File: config.mk
export PLATFORM = sky130hd
export DESIGN_NAME = efp_to_decimal
export DESIGN_NICKNAME = d
export VERILOG_FILES = /design/src/rtl/efp_to_decimal.sv
export SDC_FILE = /design/constraint.sdc
export NUM_CORES = 1
export LEC_CHECK = 0
export CELL_PAD_IN_SITES_DETAIL_PLACEMENT = 0
export CELL_PAD_IN_SITES_GLOBAL_PLACEMENT = 2
export CORE_ASPECT_RATIO = 1.75
export CORE_MARGIN = 10
export CORE_UTILIZATION = 37
export DETAILED_ROUTE_END_ITERATION = 10
export PLACE_DENSITY_LB_ADDON = 0.1
export SLEW_MARGIN = 0
export SYNTH_ARGS = -nofsm -noshare
export SYNTH_HDL_FRONTEND = slang
export SYNTH_SLANG_ARGS = --single-unit
File: constraint.sdc
create_clock -name clk -period 5.72 [get_ports clk]
set_input_delay 1.144 -clock clk [delete_from_list [all_inputs] [get_ports clk]]
set_output_delay 1.144 -clock clk [all_outputs]
set_load 0.01 [all_outputs]
File: src/rtl/efp_to_decimal.sv
`default_nettype none
// ============================================================================
// Module   : efp_to_decimal
// Brief    : Decodes an EFP8 code (sign + 7-bit log2 index) into a 32-bit
//            signed BCD word (sign nibble + 7 digits, 4 fractional) through a
//            registered ROM read. Optional macro EFP_NEG_ZERO_EN keeps the sign
//            nibble on code 0x80 (negative zero).
// Revision : 1.0 - initial release
// ============================================================================
module efp_to_decimal #(
    parameter logic [3:0] SIGN_NIBBLE = 4'h1,
    parameter int         TABLE_DEPTH = 128
) (
    input  logic        clk,
    input  logic        rst,
    input  logic        button,
    input  logic [7:0]  efp_input,
    output logic [31:0] decimal_output,
    output logic        busy,
    output logic        done
);

    // Entry k holds 2^((k-56)/8) rounded to 4 fractional decimal digits, as
    // BCD. Mantissas of 2^(f/8) are scaled by 1e9, so the x1e4 result needs a
    // further divide by 1e5 folded together with the power-of-two shift.
    function automatic logic [27:0] rom_entry(input int k);
        logic [63:0] mant;
        logic [63:0] num;
        logic [63:0] den;
        logic [63:0] q;
        logic [27:0] bcd;
        int          sh;
        int          e;
        int          f;
        sh = k - 56;
        e  = sh >>> 3;
        f  = sh & 7;
        case (f)
            0:       mant = 64'd1000000000;
            1:       mant = 64'd1090507733;
            2:       mant = 64'd1189207115;
            3:       mant = 64'd1296839555;
            4:       mant = 64'd1414213562;
            5:       mant = 64'd1542210825;
            6:       mant = 64'd1681792831;
            default: mant = 64'd1834008086;
        endcase
        if (e >= 0) begin
            num = mant << e;
            den = 64'd100000;
        end else begin
            num = mant;
            den = 64'd100000 << (-e);
        end
        q = (num + (den >> 1)) / den;
        bcd = '0;
        for (int i = 0; i < 7; i++) begin
            bcd[i*4 +: 4] = 4'(q % 64'd10);
            q = q / 64'd10;
        end
        return bcd;
    endfunction

    logic [27:0] rom [TABLE_DEPTH];

    for (genvar k = 0; k < TABLE_DEPTH; k++) begin : g_rom
        localparam logic [27:0] ENTRY = rom_entry(k);
        assign rom[k] = ENTRY;
    end

    typedef enum logic [1:0] {
        IDLE   = 2'd0,
        READ   = 2'd1,
        FORMAT = 2'd2
    } state_t;

    state_t      state;
    logic        button_q;
    logic [7:0]  code_r;
    logic [27:0] rom_q;

    logic        w_start;
    logic [27:0] w_mag;
    logic        w_neg;

    assign w_start = button & ~button_q;
    assign w_mag   = (code_r[6:0] == 7'd0) ? 28'd0 : rom_q;

`ifdef EFP_NEG_ZERO_EN
    assign w_neg = code_r[7];
`else
    assign w_neg = code_r[7] && (w_mag != 28'd0);
`endif

    always_ff @(posedge clk) begin
        if (rst) begin
            state          <= IDLE;
            button_q       <= 1'b1;   // a button held through reset is not an edge
            code_r         <= 8'd0;
            rom_q          <= 28'd0;
            decimal_output <= 32'd0;
            busy           <= 1'b0;
            done           <= 1'b0;
        end else begin
            button_q <= button;
            done     <= 1'b0;
            case (state)
                IDLE: begin
                    busy <= 1'b0;
                    if (w_start) begin
                        code_r <= efp_input;
                        busy   <= 1'b1;
                        state  <= READ;
                    end
                end
                READ: begin
                    rom_q <= rom[code_r[6:0]];
                    state <= FORMAT;
                end
                FORMAT: begin
                    decimal_output <= {(w_neg ? SIGN_NIBBLE : 4'h0), w_mag};
                    done           <= 1'b1;
                    busy           <= 1'b0;
                    state          <= IDLE;
                end
                default: begin
                    busy  <= 1'b0;
                    state <= IDLE;
                end
            endcase
        end
    end

endmodule
`default_nettype wire

; Word-level counts from Yosys, hierarchy flattened
; Memories as Yosys holds them, arrays and structs flattened. A register that Yosys moved wholly into a read port is not among the register bits.
; Index checks and enable logic that the tools add are counted.
[classes]
bitwise = 3
n_mux = 7
reduce_logical = 5
eq_ne = 3
[ops]
columns = op, count
row1 = 2-to-1 mux 28 bit, 1
row2 = nonzero test 28 bit, 1
row3 = inverter 7 -> 8 bit, 1
row4 = zero test 7 bit, 1
row5 = case mux 2 bit (2 select lines), 1
row6 = 2-to-1 mux 1 bit, 3
row7 = equality test 2 x 1 -> 1 bit (second input constant), 1
row8 = equality test 2 bit (second input constant), 1
row9 = zero test 2 bit, 1
row10 = 2-to-1 mux 2 bit, 1
row11 = != test 2 bit (second input constant), 1
row12 = case mux 1 bit (2 select lines), 1
row13 = AND reduction 2 bit, 1
row14 = bitwise AND 1 bit, 1
row15 = logical AND 1 bit, 1
row16 = inverter 1 bit, 1
[word_totals]
memories = 1
rom_bits = 3584
out_inout_bits = 34
inputBits = 11
reg_bits = 45
[memory_table]
columns = memory, depth, word_bits, rd, rd_ports_with_merged_regs, wr, line_no
row1 = (no name shown), 128, 28, 1, 1, 0, 117  ; rom_q <= rom[code_r[6:0]];

; Depth between registers and ports, before layout
; Gate-level depths: netlist (run 1).
[depth]
depth_word = 5
ltp_mapped = 12

; Worst setup path after synthesis (run 1)
; Ideal clock, no wire load.
[synth_path]
path_type = reg2reg
start = register code_r[1]
end = register rom_q[8]
setup_time_ns = 0.138
t_arrival_ns = 2.496
setup_slack_ns = 3.086
synth_period_minus_slack_ns = 2.634
stages_incl_launch_ff = 11
path_buffers = 3
path_cell_list = dfxtp_1 -> buf_2 -> clkbuf_1 -> inv_1 -> ha_1 -> buf_2 -> nand2_1 -> a2111oi_0 -> a311oi_1 -> a31oi_1 -> a2111oi_2
[synth_between]
elab_chain_cells = 1
[synth_rtl]
columns = element, line_no
row1 = "start, declared", 79  ; logic [7:0] code_r;
row2 = "start signal, assigned", 111  ; code_r <= efp_input;
row3 = inverter 7 -> 8 bit (not written as such), 117
row4 = "end, declared", 80  ; logic [27:0] rom_q;
; Every way passes these cells.
; A chain may end at the register's enable or synchronous reset.

; Worst setup path in the final report (run 1)
[layout_path]
start = register code_r[1]
end = register rom_q[7]
; The elaborated chain is that of the path after synthesis.

==> results of run 1 <==
## worst paths after layout
kind                                          from  slack (ps)  depth (start not counted)                 end
worst min register to register  decimal_output[28]         450                          2  decimal_output[28]
worst max register to register           code_r[1]        2370                          8            rom_q[7]
worst max-delay path                     code_r[1]        2370                          8            rom_q[7]
worst min-delay path            decimal_output[28]         450                          2  decimal_output[28]
## power by group
part	internal [mW]	switching, mW	leakage (nW)
logic	0.0604	0.136	1.33
clock network	0.308	0.228	0.135
registers	0.479	0.0187	0.552
## routing by layer
metal | vias to the layer above | part of all wire | global-route usage | wire, um
met5 | - | 0 | 0 | 0
met4 | 0 | 0.089 | 0.213 | 2520
met3 | 129 | 0.073 | 0.0506 | 2060
met2 | 411 | 0.47 | 0.432 | 13300
met1 | 3112 | 0.37 | 0.293 | 10400
li1 | 2820 | - | - | -
## metrics by stage
| step | hold slack (ps) | util | setup slack [ps] | total power [mW] | cells |
|---|---|---|---|---|---|
| global route | 482 | 0.415 | 2220 | 1.27 | 933 |
| detailed placement | 446 | 0.396 | 2500 | 0.696 | 917 |
| floorplan | 437 | - | 3090 | 0.631 | 763 |
| finish | 453 | 0.415 | 2370 | 1.23 | 933 |
| global placement | 445 | 0.396 | 2480 | 0.699 | 917 |
| CTS | 455 | 0.415 | 2490 | 1.23 | 933 |
## flip-flops by register name, indices dropped and copies added (netlist names)
register / flops
busy: 1
button_q: 1
done: 1
code_r: 8
state: 2
decimal_output: 28
rom_q: 27
## kinds of logic after synthesis
kind of cell               after synthesis  synth area share
and+or+nand+nor                        288             0.256
AOI/OAI and AO/OA                      286             0.359
buffers and inverters                   95            0.0896
DFF                                     68             0.244
adders and majority gates               17            0.0409
muxes                                    3           0.00584
xor gates and xnor gates                 2           0.00314
other                                    1          0.000673
## synthesized netlist by cell type, types with 6 or more instances
library cell   n  area (um2)
and2_1        11        68.8
ha_1          15         188
inv_1          8        30.0
buf_2         33         165
o21ai_0       41         205
nand4_1        6        37.5
a211oi_1       8        60.1
a22oi_1       30         225
a21oi_1       65         325
nor3_1        13        65.1
nor2_1        76         285
clkbuf_1      27         101
nand2_1       71         267
a31oi_1       19         119
nand2b_1      29         181
o2111ai_1      8        70.1
nor2b_1        8        50.1
buf_6          6        67.6
o311ai_0       6        52.6
o22ai_1        9        56.3
buf_4         15         113
o211ai_1      18         135
nand3_1       33         165
nor4_1         9        56.3
dfxtp_1       68        1360
## area by class of cell
class / count / area [um2]
fill: 1566 / 8680
multi-input combinational: 600 / 3720
sequential: 68 / 1370
timing repair buffer: 55 / 508
clock buffer: 10 / 239
tap: 183 / 229
clock inverter: 6 / 46.3
inverter: 11 / 41.3
## worst register-to-register path: cells and delay by family (launching register included)
kind / cells / cell delay (ps)
adder cells (fa/ha/maj): 1 / 660
flip-flops: 1 / 290
buffers and inverters: 2 / 580
AO/OA/AOI/OAI: 4 / 1090
AND/OR/NAND/NOR: 1 / 610
==> results.json, run 1 <==
{
  "period_needed_ps": 3350,
  "required_ps": 5950,
  "vdd_ir_drop_max_v": 0.000117,
  "detail_route.first_pass.iterations": 6,
  "diodes": 0,
  "final_layout_size_suffix_gt1_frac": 0.0800,
  "ys_seq_elements": 68,
  "clockBufferDepth": 2,
  "setup_viol": 0,
  "p_leak_nw": 2.02,
  "routedWlPerCell_um": 30.3,
  "hold_viol_final": 0,
  "die_h_um": 182,
  "fin_tns_setup_ps": 0,
  "cts-buffers-inserted": 9,
  "io_buffers": 40,
  "clock-root-buffer": "clkbuf_16",
  "gp_congestion": 1.03,
  "finalInstanceArea_um2": 6160,
  "wl_um": 28200,
  "post_cts_resized": 0,
  "async_reset_ff_frac": 0,
  "syn_area_um2": 5570,
  "tightest_slew_ps": 1210,
  "final_cell_mix": "nor2_1, nand2_1, a21oi_1",
  "grt_pass1_wl_um": 42100,
  "cap_violations": 0,
  "rsz0062_at_grt": "no",
  "arrival_ps": 3580,
  "synth_cell_type_count": 82,
  "min_path_type": "register to register",
  "avgViaCountPerCell": 6.94,
  "grt_usage": 0.265,
  "grt_max_degree": 69,
  "fin_skew_ps": 9.79,
  "fmax_mhz": 299,
  "placedInstanceArea_um2": 5870,
  "clkSlewWorstSetupHoldPaths_ps": 60,
  "slowest_stage": "ha_1",
  "syn_inst": 760,
  "grt_pass1_vias": 6428,
  "finalCritPeriodShare": 0.585,
  "worst-path-buf-inv": 2,
  "overflow": 0,
  "final_common_cell": "nor2_1",
  "crit_family": "compound AO/OA/AOI/OAI gates",
  "ant_nets": 0,
  "die_area_um2": 20600,
  "syn_avg_cell_area_um2": 7.33,
  "path_max_fanout": 26,
  "max_slew_margin": 0.185,
  "syn2layout_area_growth_pct": 10.5,
  "drtIter0Drc": 947,
  "power_density_nw_per_um2": 200,
  "drv_slew": 0,
  "worstSetupStartpointType": "register",
  "cts_tree": "yes",
  "ctsHoldBuffers": 0,
  "place_hpwl_um": 20200,
  "post_cts_buffers": 0,
  "pin_count": 45,
  "crit_type": "register to register",
  "yosysWarnings": 0,
  "status": "finished, final reports clean",
  "cts_max_level": 3,
  "clkSinkCount": 68,
  "clkLatencyLatePin_ps": 340,
  "drcViolationCount": 0,
  "antenna_found_initial": 0,
  "yosysSeqAreaShare": 0.244,
  "start_util": 0.376,
  "cpPeakStageDelay_ps": 660,
  "vias": 6472,
  "rows": 59,
  "setup.worst_path.end_class": "register",
  "die_width_um": 113,
  "synth_edf_count": 0,
  "fin_nets": 773,
  "ys.flop_type": "dfxtp_1",
  "worstPathCellList": "buf_4 > inv_1 > ha_1 > nor2b_1 > o21ai_0 > a21oi_1 > a2111oi_0 > a2111oi_1",
  "core_um2": 14800
}
Power figures use the tool's default switching activity.
==> run 2: changes to the inputs <==
CORE_UTILIZATION = 34   (was 37)
clock period = 3.2 ns   (was 5.72 ns; I/O delays follow)
==> results.json, run 2 (synthesis gave the netlist of run 1 again) <==
{
  "status": "finished, final reports clean",
  "hold_viol_final": 0,
  "grt_pass1_vias": 6683,
  "fin_tns_setup_ps": 0,
  "ctsHoldBuffers": 0,
  "die_width_um": 117,
  "fin_skew_ps": 19.6,
  "routedWlPerCell_um": 32.1,
  "largest-register": "decimal_output",
  "cpPeakStageDelay_ps": 400,
  "vias": 6806,
  "cap_violations": 0,
  "largest_reg_flops": 28,
  "diodes": 0,
  "post_cts_buffers": 0,
  "period_needed_ps": 2820,
  "drtIter0Drc": 1101,
  "fillCellCount": 1744,
  "clkSinkCount": 68,
  "power_density_nw_per_um2": 353,
  "cts_tree": "yes",
  "fin_nets": 806,
  "reg_top3": "decimal_output (28), rom_q (27), code_r (8)",
  "fmax_mhz": 355,
  "io_buffers": 40,
  "p_leak_nw": 2.18,
  "slowest_stage": "ha_1",
  "setup_viol": 0,
  "rows": 61,
  "max_slew_margin": 0.405,
  "min_path_type": "register to register",
  "final_cell_mix": "nor2_1, nand2_1, a21oi_1",
  "gp_congestion": 1.03,
  "worstPathCellList": "buf_4 > ha_1 > ha_1 > buf_4 > and2_1 > a21oi_1 > a221oi_1 > a32oi_1 > o311ai_1",
  "arrival_ps": 3000,
  "core_um2": 16000,
  "wl_um": 31200,
  "pin_count": 45,
  "syn2layout_area_growth_pct": 15.1,
  "rsz0062_at_grt": "no",
  "worstSetupStartpointType": "register",
  "crit_type": "register to register",
  "die_area_um2": 22100,
  "hold_path_depth": 2,
  "drv_slew": 0,
  "finalCritPeriodShare": 0.880,
  "final_common_cell": "nor2_1",
  "drcViolationCount": 0,
  "vdd_ir_drop_max_v": 0.000254,
  "grt_usage": 0.275,
  "start_util": 0.348,
  "setup.worst_path.end_class": "register",
  "ant_nets": 0,
  "path_max_fanout": 14,
  "grt_pass1_wl_um": 45300,
  "clkSlewWorstSetupHoldPaths_ps": 80,
  "post_cts_resized": 0,
  "final_layout_size_suffix_gt1_frac": 0.119,
  "cts_max_level": 3,
  "antenna_found_initial": 0,
  "tightest_slew_ps": 890,
  "clockBufferDepth": 2,
  "detail_route.first_pass.iterations": 5,
  "clock-root-buffer": "clkbuf_16",
  "overflow": 0,
  "required_ps": 3380,
  "worst-r2r-cell-count": 9,
  "finalPower_mw": 2.26,
  "place_hpwl_um": 22800,
  "avgViaCountPerCell": 7.00,
  "cts-buffers-inserted": 9,
  "clkLatencyLatePin_ps": 340,
  "die_h_um": 189,
  "grt_max_degree": 56
}
## run 2: cell types whose count changed in the layout (fill, tap and decap cells not counted), sizes merged
cell,delta
buf,+33
clkinv,-2
clkinvlp,+1
inv,+1
## run 2: layout make-up
| type | instances | area [um2] | share of cell area |
|---|---|---|---|
| clock inverters | 6 | 46.3 | 0.00722 |
| multi-input cells | 600 | 3720 | 0.581 |
| clock buffers | 10 | 239 | 0.0373 |
| inverters | 11 | 41.3 | 0.00644 |
| flip-flops and latches | 68 | 1370 | 0.214 |
| well taps | 189 | 236 | 0.0369 |
| repair buffers | 88 | 756 | 0.118 |
## run 2: worst paths after layout
path | startpoint | end | slack [ps]
max | code_r[1] | rom_q[5] | 380
min | decimal_output[28] | decimal_output[28] | 460
max reg2reg | code_r[1] | rom_q[5] | 380
min reg2reg | decimal_output[28] | decimal_output[28] | 460
## run 2: where the power goes
part           leakage [nW]  internal [mW]  switching, mW
Combinational          1.50          0.125          0.272
Clock                 0.132          0.553          0.432
Sequential            0.552          0.856         0.0273
## run 2: critical path, delay by kind of cell, from the launching register on
family                   cells  cell delay [ps]
AND/OR/NAND/NOR              1              220
flip-flops                   1              340
AO/OA/AOI/OAI                4              960
buffers and inverters        2              470
adder cells (fa/ha/maj)      2              660
## run 2: stage by stage
step | hold WS, ps | cells | util | area, um2 | worst slack [ps]
floorplan | 437 | 763 | - | 5580 | 566
global route | 484 | 972 | 0.400 | 6410 | 364
CTS | 463 | 972 | 0.400 | 6410 | 496
finish | 456 | 972 | 0.400 | 6410 | 384
detailed placement | 447 | 956 | 0.382 | 6130 | 524
global placement | 442 | 956 | 0.382 | 6130 | 443
## run 2: routing by layer
metal  global-route usage  routed length (um)  vias up
met3               0.0443                2690      151
met1                0.315               11100     3242
met5                    0                   0        -
li1                     -                   -     2881
met4                0.190                2410        0
met2                0.452               14900      532
